**src/rtl/stage3_pool_scheduler.sv**
```systemverilog
// Frame sequencer for the stage-3 ReLU -> 2x2 max-pool path.
// Tracks raster position of accepted pixels, strobes at each complete
// stride-2 window, drains the pool pipeline and reports frame completion.
//
// state   | meaning
// --------+----------------------------------------------------------
// S_IDLE  | waiting for i_start; counters cleared on start
// S_RUN   | accepting pixels in raster order
// S_FLUSH | draining PIPE_LAT cycles of pool datapath latency
// S_DONE  | one-cycle frame-done pulse, then back to idle
module stage3_pool_scheduler #(
  parameter int IMG_W    = 12,
  parameter int IMG_H    = 12,
  parameter int PIPE_LAT = 2,
  parameter int CNT_BW   = 8
) (
  input  logic              clk,
  input  logic              reset,
  input  logic              i_start,
  input  logic              i_in_valid,
  output logic              o_busy,
  output logic              o_pool_en,
  output logic [CNT_BW-1:0] o_out_row,
  output logic [CNT_BW-1:0] o_out_col,
  output logic [CNT_BW-1:0] o_pool_cnt,
  output logic              o_frame_done,
  output logic              o_err_drop
);

  typedef enum logic [1:0] {S_IDLE, S_RUN, S_FLUSH, S_DONE} state_t;

  localparam int FW = (PIPE_LAT > 1) ? $clog2(PIPE_LAT) : 1;
  localparam logic [FW-1:0]     FLUSH_LOAD   = FW'(PIPE_LAT - 1);
  localparam logic [CNT_BW-1:0] COL_LAST     = CNT_BW'(IMG_W - 1);
  localparam logic [CNT_BW-1:0] ROW_LAST     = CNT_BW'(IMG_H - 1);
  // Highest row/col that still closes a full window (floor semantics on odd dims)
  localparam logic [CNT_BW-1:0] COL_POOL_MAX = CNT_BW'(2 * (IMG_W / 2) - 1);
  localparam logic [CNT_BW-1:0] ROW_POOL_MAX = CNT_BW'(2 * (IMG_H / 2) - 1);

  state_t            r_state, w_next;
  logic [CNT_BW-1:0] r_row, r_col;
  logic [FW-1:0]     r_flush_cnt;
  logic              r_pool_en, r_frame_done, r_err_drop;
  logic [CNT_BW-1:0] r_out_row, r_out_col, r_pool_cnt;

  logic w_start, w_accept, w_last, w_window, w_flush_end;

  assign w_start     = (r_state == S_IDLE) && i_start;
  assign w_accept    = (r_state == S_RUN) && i_in_valid;
  assign w_last      = w_accept && (r_row == ROW_LAST) && (r_col == COL_LAST);
  assign w_flush_end = (r_state == S_FLUSH) && (r_flush_cnt == '0);
  assign w_window    = w_accept && r_row[0] && r_col[0] &&
                       (r_row <= ROW_POOL_MAX) && (r_col <= COL_POOL_MAX);

  // State register
  always_ff @(posedge clk or posedge reset) begin
    if (reset) r_state <= S_IDLE;
    else       r_state <= w_next;
  end

  // Next-state logic
  always_comb begin
    w_next = r_state;
    case (r_state)
      S_IDLE:  if (i_start) w_next = S_RUN;
      S_RUN:   if (w_last) w_next = S_FLUSH;
      S_FLUSH: if (w_flush_end) w_next = S_DONE;
      S_DONE:  w_next = S_IDLE;
      default: w_next = S_IDLE;
    endcase
  end

  // Raster position of the next pixel to be accepted
  always_ff @(posedge clk or posedge reset) begin
    if (reset) begin
      r_row <= '0;
      r_col <= '0;
    end else if (w_start) begin
      r_row <= '0;
      r_col <= '0;
    end else if (w_accept) begin
      if (r_col == COL_LAST) begin
        r_col <= '0;
        r_row <= r_row + 1'b1;
      end else begin
        r_col <= r_col + 1'b1;
      end
    end
  end

  // Window-complete strobe with pooled coordinates and strobe count
  always_ff @(posedge clk or posedge reset) begin
    if (reset) begin
      r_pool_en  <= 1'b0;
      r_out_row  <= '0;
      r_out_col  <= '0;
      r_pool_cnt <= '0;
    end else begin
      r_pool_en <= w_window;
      if (w_window) begin
        r_out_row <= r_row >> 1;
        r_out_col <= r_col >> 1;
      end
      if (w_start)       r_pool_cnt <= '0;
      else if (w_window) r_pool_cnt <= r_pool_cnt + 1'b1;
    end
  end

  // Flush down-counter: held at its load value while running, counts down in FLUSH
  always_ff @(posedge clk or posedge reset) begin
    if (reset)                                        r_flush_cnt <= '0;
    else if (r_state == S_RUN)                        r_flush_cnt <= FLUSH_LOAD;
    else if (r_state == S_FLUSH && r_flush_cnt != '0) r_flush_cnt <= r_flush_cnt - 1'b1;
  end

  // Frame-done pulse lands in the DONE cycle; drop flag is sticky until next start
  always_ff @(posedge clk or posedge reset) begin
    if (reset) begin
      r_frame_done <= 1'b0;
      r_err_drop   <= 1'b0;
    end else begin
      r_frame_done <= w_flush_end;
      if (i_in_valid && r_state != S_RUN) r_err_drop <= 1'b1;
      else if (w_start)                   r_err_drop <= 1'b0;
    end
  end

  assign o_busy       = (r_state == S_RUN) || (r_state == S_FLUSH);
  assign o_pool_en    = r_pool_en;
  assign o_out_row    = r_out_row;
  assign o_out_col    = r_out_col;
  assign o_pool_cnt   = r_pool_cnt;
  assign o_frame_done = r_frame_done;
  assign o_err_drop   = r_err_drop;

endmodule
```
**config.mk**
```make
export PLATFORM = sky130hd
export DESIGN_NAME = stage3_pool_scheduler
export DESIGN_NICKNAME = d
export VERILOG_FILES = /design/src/rtl/stage3_pool_scheduler.sv
export SDC_FILE = /design/constraint.sdc
export NUM_CORES = 1
export LEC_CHECK = 0
export ABC_AREA = 1
export CORE_MARGIN = 8
export CORE_UTILIZATION = 59
export CTS_CLUSTER_SIZE = 14
export DETAILED_ROUTE_END_ITERATION = 7
export PLACE_DENSITY = 0.88
export SYNTH_ARGS = -nofsm -noshare
export SYNTH_HDL_FRONTEND = slang
export SYNTH_SLANG_ARGS = --single-unit
```
**constraint.sdc**
```tcl
create_clock -name clk -period 3.8 [get_ports clk]
set_clock_uncertainty 0.1 [all_clocks]
set_input_delay 0.76 -clock clk [delete_from_list [all_inputs] [get_ports clk]]
set_output_delay 0.76 -clock clk [all_outputs]
set_load 0.02 [all_outputs]
```
---- Word level (Yosys, flattened, before mapping) ----
Index checks and enable logic that the tools add are counted.
word-level totals
  register bits after elaboration ......... 44
  input bits .............................. 4
  output and inout bits ................... 28
  logic and storage cells ................. 62
cells by class
  $add $sub $neg .......................... 4
  $lt $le $gt $ge ......................... 2
  equality and inequality tests ........... 9
  muxes and demuxes ....................... 16
  bitwise operators ....................... 1
  reduce and logical (&&, ||, !) cells .... 20
operator list
  operator             number
  $mux 8               8
  $add 8x1->8 const B  3
  $eq 8x4->1 const B   2
  $le 8x4->1 const B   2
  $logic_and 1x1->1    11
  $reduce_bool 2->1    5
  $pmux 2 s4           1
  $mux 2               3
  $ne 2x2->1 const B   3
  $eq 2x2->1 const B   2
  $mux 1               4
  $reduce_and 3->1     1
  $eq 2x1->1 const B   1
  $logic_not 2->1      1
  $ne 2x1->1 const B   1
  $reduce_and 2->1     1
  $logic_or 1x1->1     1
  $not 1->1            1
  $sub 1x1->1 const B  1

---- Logic depth before layout (Yosys ltp) ----
Gate-level depths: netlist of run 1.
  depth after elaboration ................. 8
  depth in mapped cells ................... 10
  depth with buffers taken out ............ 10

---- Worst setup path after synthesis of run 1 ----
OpenSTA, ideal clock, no wires.
  kind .................................... flip-flop to output port
  start ................................... register r_state[0]
  end ..................................... output o_busy
  arrival ................................. 0.798 ns
  data required time ...................... 2.940 ns
  setup slack ............................. 2.142 ns
  stages on the path, launching flop included .. 3
  buffers on the path ..................... 0
  cell sequence ........................... dfrtp_1 -> inv_1 -> ha_1
on the way
  word-level cells in the longest chain between the ends .. 2
  elaborated cells between the ends (all ways) .. 3
  those cells by class .................... 2 x eq/ne; 1 x reduce/logical
ends and longest elaborated chain
  element                                          line  text
  start, declared                                  40    state_t r_state, w_next;
  start signal, assigned                           58    else r_state <= w_next;
  $eq 2x1->1 / $eq 2x2->1 (equally long branches)  128   assign o_busy = (r_state == S_RUN) || (r_state == S_FLUSH);
  $logic_or 1x1->1 (*)                             128
  end, declared                                    21    output logic o_busy,
Every way passes the cells marked *; elsewhere a longest branch is shown, timed or not.

---- Worst setup path after layout of run 1 ----
Same ends and word-level chain as after synthesis.

==> metrics.yaml, run 1 <==
status: "completed"
synth.yosys.seq_area_share_pct: 46.2
gp_congestion: 0.862
place_area_um2: 2690
syn_area_um2: 2380
cp.arrival_ns: 1.70
antenna_left: 0
routed_via_density: 5.10
numCtsBuffers: 5
die-area_um2: 6320
tightest_slew_ns: 0.550
drive_gt1_share_pct: 13.7
yosys-top-cells-area: "dfrtp_1, nand2_1, inv_1"
nets: 325
drt_iter0_drc: 97
synth-seq-cells: 44
fin_setup_tns_ns: 0
yosys_warnings: 0
drv_slew: 0
initial_utilization_pct: 60.4
dp.final_hpwl_um: 3450
drv_cap: 0
cts_post_setup_buffers_inserted: 0
crit_type: "reg2out"
critPathMaxFanout: 3
layout_commonest_cell: "nand2_1"
syn2layout_area_growth_pct: 17.0
cts_tree: "built"
max_freq_mhz: 391
yosys.area.top_type_share_pct: 46.2
power-per-cell-area_nw_per_um2: 578
hold_path.class: "reg2reg"
min_period_ns: 2.56
synthAdderAreaFrac_pct: 3.68
io_pins: 32
synth_compound_area_share_pct: 6.73
finalCritPeriodShare_pct: 67.3
mostFrequentLayoutCells: "nand2_1, dfrtp_1, inv_1"
yosysTopAreaCell: "dfrtp_1"
grt_max_degree: 45
die_y_um: 79.5
core-area_um2: 3940
drtPass1Iterations: 4
ff2ff_setup_slack_ns: 1.90
required_ns: 2.94
portBuffers: 29
post_cts_resized: 0
root_buffer: "clkbuf_8"
synth-simple-area-share_pct: 30.2
post_drt_wl_per_cell_um: 12.7
clkLatencyLatePin_ns: 0.30
htree_levels: 2
synth_top_family_by_area: "simple AND/OR/NAND/NOR gates"
slew_headroom_pct: 63.3
die_w_um: 79.5
routed_wl_um: 4630
yosys-mux-area-fraction_pct: 0
antenna_cells: 0
overflow: 0
grtUsageTotal_pct: 15.3
synth_cell_types: 33
end_kind: "output pin"
rows: 23
antenna_found_initial: 0
cp-start-kind: "flip-flop"
ir_worst_vdd_uv: 417
clk_pin_slew_worst_paths_ns: 0.08
cts_hold_buf: 0
leakage_nw: 1.40
rsz0062_at_grt: "no"
via_count: 1860
final_cell_area_um2: 2790
avgSynthCellArea_um2: 8.47
grt_pass1_wl_um: 7830
synthCells: 281
clock-sinks: 44
setup_viol: 0
remaining_drc_errors: 0
clock_path_buffers: 2
yosys.area_share.xor_xnor_pct: 3.31
final-hold-violation-count: 0
grt_pass1_vias: 1798
power by group:
| part | internal [mW] | leakage (nW) | switching (mW) |
|---|---|---|---|
| clock | 0.145 | 0.0510 | 0.151 |
| combinational | 0.257 | 0.774 | 0.404 |
| sequential | 0.574 | 0.571 | 0.0789 |
Yosys cell counts:
cell type / n
nand2_1: 64
dfrtp_1: 44
inv_1: 38
nor2_1: 35
nand3_1: 19
xor2_1: 9
ha_1: 7
o21ai_0: 7
o21ai_2: 7
nand4_1: 6
a21oi_1: 5
nand2_2: 5
nand3_2: 4
buf_4: 3
inv_2: 3
o21ai_1: 3
clkinv_4: 2
nand2_4: 2
nor2_2: 2
nor2_4: 2
nor3_1: 2
a21oi_2: 1
a22o_1: 1
buf_12: 1
buf_2: 1
buf_6: 1
conb_1: 1
nand2_8: 1
nand3_4: 1
nor2_8: 1
nor3b_2: 1
o22ai_1: 1
or2_2: 1
path summary, 6_finish.rpt:
| kind | cells past startpoint | from | end |
|---|---|---|---|
| max | 3 | r_state[0] | o_busy |
| min reg2reg | 1 | r_flush_cnt | o_frame_done |
| min | 1 | r_flush_cnt | o_frame_done |
| min in group asynchronous | 3 | reset | o_out_col[1] |
| max in group asynchronous | 3 | reset | o_out_col[5] |
| max reg2reg | 9 | r_state[1] | o_out_row[0] |
stage by stage:
stage | setup WS (ns) | power, mW | util [%] | std cells | hold slack [ns]
floorplan | 1.91 | 1.11 | - | 282 | 0.322
detailed placement | 1.35 | 1.32 | 68.3 | 357 | 0.339
global placement | 1.42 | 1.30 | 68.3 | 357 | 0.347
global route | 1.19 | 1.72 | 70.7 | 365 | 0.390
finish | 1.24 | 1.61 | 70.7 | 365 | 0.357
CTS | 1.25 | 1.62 | 70.7 | 365 | 0.361
sequential cells by signal (all words and copies together), names as in the netlist:
name          count
o_pool_cnt        8
r_flush_cnt       1
r_row             8
o_out_row         7
o_pool_en         1
o_frame_done      1
o_err_drop        1
o_out_col         7
r_col             8
r_state           2
layer usage:
layer | GRT usage [%] | vias up | share of wire [%]
met5 | 0 | - | 0
met1 | 18.9 | 875 | 44
met4 | 7.22 | 0 | 2.0
li1 | - | 935 | -
met2 | 24.8 | 39 | 49
met3 | 3.49 | 11 | 5.5
logic make-up (layout without fill, tap and decap cells):
family | count (synthesis) | count (layout)
simple gates | 146 | 146
fa+ha+maj | 7 | 7
compound gates | 25 | 25
flops | 44 | 44
xor+xnor | 9 | 9
other cells | 1 | 2
buf+inv | 49 | 82
critical path, stage by stage (launching register included):
cell             delay (ns)
dfrtp_1                0.40
inv_1                  0.09
ha_1                   0.31
clkdlybuf4s50_1        0.61
cell type report:
cell class                 count  area, um2
clock buffer                   6       82.6
tap                           50       62.6
inverter                      43        171
clock inverter                 2       10.0
timing repair buffer          31        305
fill                         312       1160
multi-input combinational    189       1050
sequential                    44       1100
No activity file was read; power rests on OpenSTA's default activity.
==> run 2: changes to the inputs <==
--- a/config.mk
+++ b/config.mk
@@ -7,10 +7,10 @@
 export LEC_CHECK = 0
 export ABC_AREA = 1
 export CORE_MARGIN = 8
-export CORE_UTILIZATION = 59
+export CORE_UTILIZATION = 49
 export CTS_CLUSTER_SIZE = 14
 export DETAILED_ROUTE_END_ITERATION = 7
-export PLACE_DENSITY = 0.88
+export PLACE_DENSITY = 0.78
 export SYNTH_ARGS = -nofsm -noshare
 export SYNTH_HDL_FRONTEND = slang
 export SYNTH_SLANG_ARGS = --single-unit
==> constraint.sdc (replaced) <==
create_clock -name clk -period 2.2 [get_ports clk]
set_clock_uncertainty 0.1 [all_clocks]
set_input_delay 0.44 -clock clk [delete_from_list [all_inputs] [get_ports clk]]
set_output_delay 0.44 -clock clk [all_outputs]
set_load 0.02 [all_outputs]
==> run 2 against run 1 <==
Against the previous run:
- sequential cell count did not move
- sequential power increased by 72%
- wire length is 0.17% lower
- first-iteration DRC count fell by 1.0%
- final cell count grew 1.9%
==> metrics.yaml, run 2 (same netlist as run 1, synthesis figures left out) <==
status: "completed"
ir_worst_vdd_uv: 750  # +80%
path_depth: 3  # unchanged
drt_iter0_drc: 96  # -1.0%
post_drt_wl_per_cell_um: 12.4  # -2.1%
cp-start-kind: "flip-flop"
rows: 25  # +8.7%
clock-sinks: 44  # unchanged
ff2ff_setup_slack_ns: 0.28  # -1.62 ns
cts_post_setup_buffers_inserted: 0  # unchanged
r2r-end: "o_out_col[0]"
remaining_drc_errors: 0  # unchanged
fillCellCount: 417  # +34%
cp.arrival_ns: 1.41  # -0.29 ns
routed_wl_um: 4620  # -0.17%
holdPathStages: 1  # unchanged
clk_pin_slew_worst_paths_ns: 0.08  # about the same
required_ns: 1.66  # -1.28 ns
setup_slack_ns: 0.249  # -0.992 ns
dp.final_hpwl_um: 3440  # -0.26%
die-area_um2: 7350  # +16%
power-per-cell-area_nw_per_um2: 1020  # +76%
fin_hold_ws_ns: 0.349  # -0.00805 ns
die_w_um: 85.7  # +7.8%
slew_headroom_pct: 66.2  # +2.9 points
worstReg2RegStart: "r_state[1]"
cts_tree: "built"
root_buffer: "clkbuf_8"
initial_utilization_pct: 50.7  # -9.6 points
mostFrequentLayoutCells: "nand2_1, dfrtp_1, inv_1"
rsz0062_at_grt: "no"
hold_end: "o_frame_done"
critPathTopFamily: "buffers and inverters"
post_cts_resized: 1  # +1
routed_via_density: 4.93  # -3.3%
clock_path_buffers: 2  # unchanged
cts_hold_buf: 0  # unchanged
layout_commonest_cell: "nand2_1"
finalCritPeriodShare_pct: 88.7
pre_cts_slack_ns: 0.0942  # -1.25 ns
hold_start: "r_flush_cnt"
grt_max_degree: 26  # -42%
hold_path.class: "reg2reg"
final-hold-violation-count: 0  # unchanged
grtUsageTotal_pct: 13.8  # -1.6 points
leakage_nw: 1.41  # +1.0%
critPathBufInv: 2  # unchanged
drv_cap: 0  # unchanged
htree_levels: 2  # unchanged
gp_congestion: 0.857  # -0.55%
reg2reg_depth: 9  # unchanged
antenna_left: 0  # unchanged
drive_gt1_share_pct: 14.5  # +0.81 points
antenna_cells: 0  # unchanged
tightest_slew_ns: 0.505  # -0.0450 ns
overflow: 0  # unchanged
die_y_um: 85.7  # +7.8%
slowest_delay_ns: 0.38  # -0.23 ns
io_pins: 32  # unchanged
syn2layout_area_growth_pct: 18.9
crit_type: "reg2out"
drtPass1Iterations: 4  # unchanged
drv_slew: 0  # unchanged
nets: 328  # +0.92%
numCtsBuffers: 5  # unchanged
grt_pass1_vias: 1845  # +2.6%
core-area_um2: 4690  # +19%
antenna_found_initial: 0  # unchanged
crit_path_top_delay_cell: "dfrtp_1"
fin_setup_tns_ns: 0  # unchanged
setup_viol: 0  # unchanged
min_period_ns: 1.95
portBuffers: 29  # unchanged
max_freq_mhz: 513
fin_util_pct: 60.3  # -10 points
clkLatencyLatePin_ns: 0.29  # about the same
via_count: 1834  # -1.4%
end_kind: "output pin"
critPathMaxFanout: 3  # unchanged
grt_pass1_wl_um: 8270  # +5.6%
path_cells: "inv_1, ha_1, dlygate4sd2_1"
run 2: cell count changes in the layout (fill, tap and decap cells not counted):
| cell | previous run | this run |
|---|---|---|
| bufinv_16 | 0 | 1 |
| clkinv_1 | 0 | 1 |
| inv_1 | 38 | 37 |
| clkbuf_8 | 6 | 5 |
| clkdlybuf4s50_1 | 29 | 28 |
| dlygate4sd2_1 | 0 | 1 |
| clkinvlp_4 | 0 | 1 |
| clkinv_2 | 2 | 1 |
| buf_4 | 2 | 5 |
run 2: how the worst max path moves through the flow:
stage | slack (ns) | to | from
final | 0.25 | o_busy | r_state[1]
after global routing | 0.11 | o_out_row[0] | r_state[1]
after global placement | 0.15 | o_out_row[2] | i_in_valid
after detailed placement | 0.09 | o_out_row[2] | i_in_valid
after CTS | 0.24 | o_busy | r_state[1]
after floorplan | 0.63 | o_err_drop | reset
run 2: report_power, final:
part | leakage (nW) | switching (mW) | internal [mW]
Clock | 0.0541 | 0.285 | 0.336
Combinational | 0.785 | 0.697 | 0.446
Sequential | 0.571 | 0.130 | 0.990
run 2: area by class of cell:
cell class / instances / area (um2) / area share (%)
tap: 54 / 67.6 / 2.39
inverter: 43 / 171 / 6.05
clock buffer: 5 / 68.8 / 2.43
clock inverter: 3 / 42.5 / 1.50
timing repair buffer: 34 / 327 / 11.5
multi-input combinational: 189 / 1050 / 37.2
sequential: 44 / 1100 / 38.9
run 2: worst reg2reg max path, cell delays in order (launching register included):
cell	delay (ns)
dfrtp_1	0.41
inv_1	0.12
ha_1	0.21
nand2_2	0.10
clkinv_4	0.08
nand3_2	0.11
nor2_1	0.12
nand2_1	0.31
nand2_1	0.19
o21ai_2	0.06
run 2: per-layer routing:
layer  share of wire [%]  track usage, %  vias up
li1                    -               -      945
met4                 2.3            6.53        0
met2                  47            23.8       35
met3                 5.3            3.72       10
met1                  45            15.2      844
met5                   0               0        -
run 2: through the flow:
stage	power, mW	instance area [um2]	instances
2_1_floorplan	1.91	2380	282
4_1_cts	2.91	2830	372
5_1_grt	3.09	2830	372
3_5_place_dp	2.30	2720	364
3_3_place_gp	2.27	2720	364
6_report	2.88	2830	372
